`src/rtl/seq_mult.sv`:
```
// seq_mult: iterative shift-add multiplier, one multiplier bit per clock.
//
// Ports
//   i_clk        rising-edge clock
//   i_rst_n      asynchronous active-low reset
//   i_in_valid   operands and mode presented
//   o_in_ready   block can accept an operation (state IDLE)
//   i_a, i_b     multiplicand, multiplier (WIDTH bits)
//   i_is_signed  1: operands/product are two's complement, 0: unsigned
//   o_out_valid  o_p holds a completed product (state DONE)
//   i_out_ready  consumer takes o_p
//   o_p          product (2*WIDTH bits), held until the next result load
//   o_busy       operation in flight (RUN or DONE)
//
// FSM states
//   state  | meaning
//   S_IDLE | waiting for an operation, o_in_ready high
//   S_RUN  | retiring one multiplier bit per edge, WIDTH edges total
//   S_DONE | result presented, waiting for i_out_ready
`timescale 1ns/1ps

module seq_mult #(
  parameter int WIDTH = 4
) (
  input  logic               i_clk,
  input  logic               i_rst_n,
  input  logic               i_in_valid,
  output logic               o_in_ready,
  input  logic [WIDTH-1:0]   i_a,
  input  logic [WIDTH-1:0]   i_b,
  input  logic               i_is_signed,
  output logic               o_out_valid,
  input  logic               i_out_ready,
  output logic [2*WIDTH-1:0] o_p,
  output logic               o_busy
);

  localparam int CW = $clog2(WIDTH);
  localparam logic [CW-1:0]      CNT_LAST = CW'(WIDTH - 1);
  localparam logic [WIDTH-1:0]   ONE_W    = {{(WIDTH-1){1'b0}}, 1'b1};
  localparam logic [2*WIDTH-1:0] ONE_2W   = {{(2*WIDTH-1){1'b0}}, 1'b1};

  typedef enum logic [1:0] {
    S_IDLE = 2'd0,
    S_RUN  = 2'd1,
    S_DONE = 2'd2
  } state_t;

  state_t             r_state;
  state_t             w_state_nxt;
  logic               w_accept;
  logic               w_load_p;

  logic [2*WIDTH-1:0] r_mcand;
  logic [WIDTH-1:0]   r_mplier;
  logic [CW-1:0]      r_cnt;
  logic [2*WIDTH-1:0] r_acc;
  logic               r_neg;
  logic [2*WIDTH-1:0] r_p;

  logic               w_a_neg;
  logic               w_b_neg;
  logic [WIDTH-1:0]   w_a_mag;
  logic [WIDTH-1:0]   w_b_mag;
  logic [2*WIDTH-1:0] w_addend;
  logic [2*WIDTH-1:0] w_acc_nxt;
  logic [2*WIDTH-1:0] w_p_nxt;

  // ---------------------------------------------------------------------
  // FSM
  // ---------------------------------------------------------------------
  always_ff @(posedge i_clk or negedge i_rst_n) begin
    if (!i_rst_n) begin
      r_state <= S_IDLE;
    end else begin
      r_state <= w_state_nxt;
    end
  end

  always_comb begin
    w_state_nxt = r_state;
    o_in_ready  = 1'b0;
    o_busy      = 1'b0;
    o_out_valid = 1'b0;
    w_accept    = 1'b0;
    w_load_p    = 1'b0;
    case (r_state)
      S_IDLE: begin
        o_in_ready = 1'b1;
        if (i_in_valid) begin
          w_accept    = 1'b1;
          w_state_nxt = S_RUN;
        end
      end
      S_RUN: begin
        o_busy = 1'b1;
        // Down-counter reaching zero marks the WIDTH-th RUN edge.
        if (r_cnt == '0) begin
          w_load_p    = 1'b1;
          w_state_nxt = S_DONE;
        end
      end
      S_DONE: begin
        o_busy      = 1'b1;
        o_out_valid = 1'b1;
        if (i_out_ready) begin
          w_state_nxt = S_IDLE;
        end
      end
      default: begin
        w_state_nxt = S_IDLE;
      end
    endcase
  end

  // ---------------------------------------------------------------------
  // Datapath
  // ---------------------------------------------------------------------
  // Signed operands are reduced to magnitudes; the most negative value
  // maps to 2^(WIDTH-1), which is representable as WIDTH-bit unsigned.
  assign w_a_neg = i_is_signed & i_a[WIDTH-1];
  assign w_b_neg = i_is_signed & i_b[WIDTH-1];
  assign w_a_mag = w_a_neg ? (~i_a + ONE_W) : i_a;
  assign w_b_mag = w_b_neg ? (~i_b + ONE_W) : i_b;

  // r_mcand is kept pre-shifted, so it always equals |a| << bit_index.
  assign w_addend  = r_mplier[0] ? r_mcand : '0;
  assign w_acc_nxt = r_acc + w_addend;
  assign w_p_nxt   = r_neg ? (~w_acc_nxt + ONE_2W) : w_acc_nxt;

  always_ff @(posedge i_clk or negedge i_rst_n) begin
    if (!i_rst_n) begin
      r_mcand  <= '0;
      r_mplier <= '0;
      r_cnt    <= '0;
      r_acc    <= '0;
      r_neg    <= 1'b0;
      r_p      <= '0;
    end else begin
      if (w_accept) begin
        r_mcand  <= {{WIDTH{1'b0}}, w_a_mag};
        r_mplier <= w_b_mag;
        r_cnt    <= CNT_LAST;
        r_acc    <= '0;
        r_neg    <= w_a_neg ^ w_b_neg;
      end else if (r_state == S_RUN) begin
        r_mcand  <= r_mcand << 1;
        r_mplier <= r_mplier >> 1;
        r_cnt    <= r_cnt - 1'b1;
        r_acc    <= w_acc_nxt;
      end
      if (w_load_p) begin
        r_p <= w_p_nxt;
      end
    end
  end

  assign o_p = r_p;

endmodule

```
`config.mk`:
```
export PLATFORM = sky130hd
export DESIGN_NAME = seq_mult
export DESIGN_NICKNAME = d
export VERILOG_FILES = /design/src/rtl/seq_mult.sv
export SDC_FILE = /design/constraint.sdc
export NUM_CORES = 1
export LEC_CHECK = 0
export CAP_MARGIN = 20
export CORE_MARGIN = 2
export CORE_UTILIZATION = 50
export DETAILED_ROUTE_END_ITERATION = 8
export PLACE_DENSITY = 0.72
export SETUP_SLACK_MARGIN = 0.1
export SYNTH_ARGS = -nofsm -noshare
export SYNTH_HDL_FRONTEND = slang
export SYNTH_SLANG_ARGS = --single-unit
```
`constraint.sdc`:
```
create_clock -name i_clk -period 2.9 [get_ports i_clk]
set_clock_uncertainty 0.1 [all_clocks]
set_input_delay 0.29 -clock i_clk [delete_from_list [all_inputs] [get_ports i_clk]]
set_output_delay 0.29 -clock i_clk [all_outputs]
set_load 0.01 [all_outputs]
```
### Yosys cells after proc, flatten, opt, wreduce, memory -nomap -nowiden

Index checks and enable logic that the tools add are counted.

| storage, ports and cells | value |
|---|---|
| register bits after elaboration | 33 |
| latch bits | 0 |
| bits in writable memories | 0 |
| memory bits (read-only) | 0 |
| input bits | 13 |
| output and inout port bits | 11 |
| word-level logic and storage cells | 51 |
| memories | 0 |

| cells by class | value |
|---|---|
| add/sub/neg operators | 5 |
| multipliers | 0 |
| div/mod/pow operators | 0 |
| magnitude comparators | 0 |
| eq/ne operators | 5 |
| shift-type cells | 0 |
| muxes and demuxes | 23 |
| bitwise gates (word level) | 6 |
| reduce and logical (&&, ||, !) cells | 5 |

Operators with widths:

| kind | number |
|---|---|
| $mux 8 | 6 |
| $mux 4 | 4 |
| $mux 2 | 5 |
| $add 4x1->4 const B | 2 |
| $add 8x1->8 const B | 1 |
| $add 8x8->8 | 1 |
| $not 4->4 | 2 |
| $not 8->8 | 1 |
| $mux 1 | 7 |
| $ne 2x2->1 const B | 3 |
| $pmux 2 s3 | 1 |
| $logic_not 2->1 | 2 |
| $reduce_and 3->1 | 1 |
| $and 1x1->1 | 2 |
| $eq 2x1->1 const B | 1 |
| $eq 2x2->1 const B | 1 |
| $reduce_bool 2->1 | 1 |
| $reduce_or 2->1 | 1 |
| $sub 2x1->2 const B | 1 |
| $xor 1x1->1 | 1 |

### Depth between registers and ports, before layout

| depth | value |
|---|---|
| depth in word-level cells | 5 |
| gate-level depth with buffers | 9 |
| depth with buffers taken out | 9 |

### Worst setup path after synthesis

No wires, ideal clock.

| timing | value |
|---|---|
| path type | reg-to-reg |
| start | register r_mplier[0] |
| end | register r_p[7] (netlist: o_p[7]) |
| library setup time | 0.123 ns |
| arrival | 2.431 ns |
| required time | 2.677 ns |
| path slack | 0.246 ns |
| stages on the path, launching flop included | 10 |
| buffers on the path | 0 |
| clock period less this slack | 2.654 ns |
| path through | dfrtp_1 and2_1 ha_1 fa_1 a211o_4 and3_4 o311ai_4 a211o_1 and4_1 o31ai_2 |

| on the way | value |
|---|---|
| cells in the longest elaborated chain, start to end | 5 |

Ends and longest elaborated chain:

| element | RTL line | source |
|---|---|---|
| start: declaration | 55 | `logic [WIDTH-1:0] r_mplier;` |
| start signal: assignment | 142 | `r_mplier <= w_b_mag;` |
| start signal: assignment | 148 | `r_mplier <= r_mplier >> 1;` |
| $mux 8 * | 127 | `assign w_addend = r_mplier[0] ? r_mcand : '0;` |
| $add 8x8->8 * | 128 | `assign w_acc_nxt = r_acc + w_addend;` |
| $not 8->8 | 129 | `assign w_p_nxt = r_neg ? (~w_acc_nxt + ONE_2W) : w_acc_nxt;` |
| $add 8x1->8 | 129 |  |
| $mux 8 * | 129 |  |
| end signal: assignment | 153 | `r_p <= w_p_nxt;` |
| end: declaration | 59 | `logic [2*WIDTH-1:0] r_p;` |

Mark *: on every way between the ends. The rest lies on a longest branch, timed or not.
A chain may end at the register's enable or synchronous reset.

### Worst setup path in the final report

Ends and elaborated chain as after synthesis.

==> reports/results.ini <==
[outcome]
status=completed

[finish]
fillers=347
n_antenna_cell=0
stdcell_area_um2=2550
final_util_pct=62.8
area_growth_pct=19.1
stdcell_count=305
nets=282
drive_gt1_share_pct=11.0

[power]
power.leakage_uw=0.00115
sequentialPowerShare_pct=29.0
power_density_nw_per_um2=1030
switching_power_uw=1090
vdd_drop_max_mv=0.418
p_sw_share_pct=41.8
p_clk_share_pct=13.1
pwr-share-comb_pct=58.0
p_int_uw=1520

[cts]
cts_tree=done
path_clk_slew_ns=0.07
cts.path.max_buffers=2
h-tree-depth=2
cts_root_buffer=clkbuf_8
clock-sinks=33
clk_latency_ns=0.28
cts_made_buffers=5

[floorplanning]
io_pins=24
start_util_pct=52.7
die_area_um2=4810
fp.dieW_um=69.4
core_area_um2=4060
row_count=23
die_h_um=69.4

[synthesis]
synth-seq-cells=33
synth.distinct_cells=47
yosysWarnings=0
synth-compound-area-share_pct=15.7
syn_nets=254
ys.flop_type=dfrtp_1
synthSimpleGateAreaFrac_pct=18.4
syn_avg_cell_area_um2=9.46
async_flop_share_pct=100
synth_top_family_by_area=simple AND/OR/NAND/NOR gates
synth_edf_count=0
seq_area_frac_synth_pct=38.6
netlist_area_um2=2140
synthMuxAreaShare_pct=8.49
synth_xor_xnor_area_share_pct=4.51
yosys.area_share.adder_pct=9.13
synthCells=226

[timing]
post-route-min-period_ns=2.69
drv_slew=0
relSlewSlack_pct=57.1
setup_viol=0
hold_viol=0
tns_ns=0
whs_ns=0.302
fmax_mhz=372
tightest_slew_ns=0.643
rsz0062_at_grt=yes
min_period_over_period_pct=92.7

[critical_path]
crit_type=reg2reg
crit_fanout=4
cp-start-kind=flop
path_cells=and2_1, ha_2, fa_2, a211o_4, a21oi_4, o221ai_2, a211o_1, and4_1, o31ai_2
cp_data_arrival_time_ns=2.79
slowest_stage=dfrtp_1
critPathRequiredTime_ns=3.00
r2r_cells=9
critPathMaxStageDelay_ns=0.41
end_kind=flop

[grt]
grt_antenna_before_repair=0
grt_pass1_vias=1659
grt-ovfl-total=0
grt_max_degree=34
grt_pass1_wl_mm=7.25
grt.total_usage_pct=18.5

[placed_design]
dp_cells=295
placed_area_um2=2410
port_buffers=23
place.detailed.hpwl_mm=3.06
gp_congestion=0.808

[route]
vias=1652
routedWlPerCell_um=13.4
drc=0
dr.pass1.iters=4
avgViaCountPerCell=5.42
drt_iter0_markers=46
routed_wl_mm=4.08
route.antenna.remaining_nets=0

[run]
maxCapViolations=0

[worst_hold_path]
hp-class=in2async

-- worst max-delay path, delay by kind of cell (launching register included) --
family                   cells  cell delay (ns)
AO/OA/AOI/OAI                5             1.11
adder cells (fa/ha/maj)      2             0.59
flip-flops                   1             0.41
AND/OR/NAND/NOR              2             0.39
-- layout make-up --
| cell class | count | area (um2) | share of cell area, % |
|---|---|---|---|
| flip-flops and latches | 33 | 826 | 32.4 |
| repair buffers | 29 | 275 | 10.8 |
| well taps | 50 | 62.6 | 2.46 |
| inverters | 17 | 63.8 | 2.51 |
| multi-input cells | 168 | 1230 | 48.4 |
| clock buffers | 5 | 68.8 | 2.70 |
| clock inverters | 3 | 17.5 | 0.688 |
-- worst paths after layout --
check                             from        to  slack, ns
setup / recovery           r_mplier[0]    o_p[7]       0.21
hold / removal                 i_rst_n    o_p[7]       0.30
setup reg to reg           r_mplier[0]    o_p[7]       0.21
hold reg to reg                 o_p[2]    o_p[2]       0.38
max in group asynchronous      i_rst_n  r_acc[4]       2.09
min in group i_clk              o_p[2]    o_p[2]       0.38
-- routing by layer --
metal,routed length [um],global-route usage [%],share of wire (%)
met3,134,3.49,3.3
met5,0,0,0
met4,73,7.19,1.8
met1,1880,22.7,46
met2,1990,31.9,49
-- state kept, by name, summed over array words and instances, names as in the netlist --
name / cells
o_p: 8
r_acc: 8
r_cnt: 2
r_mcand: 8
r_mplier: 4
r_neg: 1
r_state: 2
-- cells by family after synthesis --
kind of cell / after synthesis
AND/OR/NAND/NOR: 80
AO/OA/AOI/OAI: 44
flip-flops: 33
buffers and inverters: 25
multiplexers: 18
adder cells (fa/ha/maj): 15
XOR/XNOR: 11
-- synth_stat cells, types with 2 or more instances --
| library cell | count | area share, % |
|---|---|---|
| xnor2_1 | 4 | 1.6 |
| o21ai_0 | 8 | 1.9 |
| inv_1 | 17 | 3.0 |
| and2_1 | 10 | 2.9 |
| xor2_1 | 7 | 2.9 |
| clkbuf_1 | 3 | 0.53 |
| ha_1 | 14 | 8.2 |
| buf_1 | 2 | 0.35 |
| buf_4 | 2 | 0.70 |
| nand2b_1 | 2 | 0.59 |
| nand2_1 | 25 | 4.4 |
| mux2i_1 | 17 | 8.0 |
| and3_1 | 3 | 0.88 |
| nor2_1 | 21 | 3.7 |
| o21ai_1 | 9 | 2.1 |
| a21oi_1 | 7 | 1.6 |
| o31ai_1 | 2 | 0.70 |
| dfrtp_1 | 33 | 39 |
| a211oi_1 | 4 | 1.4 |
| a31oi_1 | 2 | 0.59 |
| nand3_1 | 6 | 1.4 |
| nand3b_1 | 3 | 1.1 |
-- power by group through the flow --
stage / combinational (uW) / sequential (uW) / clock [uW]
2_1_floorplan: 1080 / 759 / 0
3_3_place_gp: 1410 / 761 / 0
3_5_place_dp: 1450 / 771 / 0
4_1_cts: 1460 / 762 / 348
5_1_grt: 1690 / 792 / 368
6_report: 1520 / 758 / 341
-- cells in the final DEF (no fill, tap or decap), types with 5 or more instances in the layout --
cell and count:
a21oi_1 7, and2_1 10, buf_4 6, clkbuf_8 5, clkdlybuf4s50_1 23, dfrtp_1 33
ha_1 12, inv_1 17, mux2i_1 17, nand2_1 25, nand3_1 6, nor2_1 21
o21ai_0 8, o21ai_1 9, xor2_1 7
-- per-stage QoR --
stage          setup WS [ns]  power (uW)
5_1_grt               0.0963        2850
3_3_place_gp           0.205        2180
6_report               0.212        2620
4_1_cts                0.125        2570
2_1_floorplan          0.246        1840
3_5_place_dp           0.146        2220
-- timing repair --
item,CTS,global route
gates resized for setup,0,6
buffers inserted,0,2
endpoints found under the setup margin,0,3
hold buffers,0,0
Note: power is estimated with default switching activity, not from simulation.
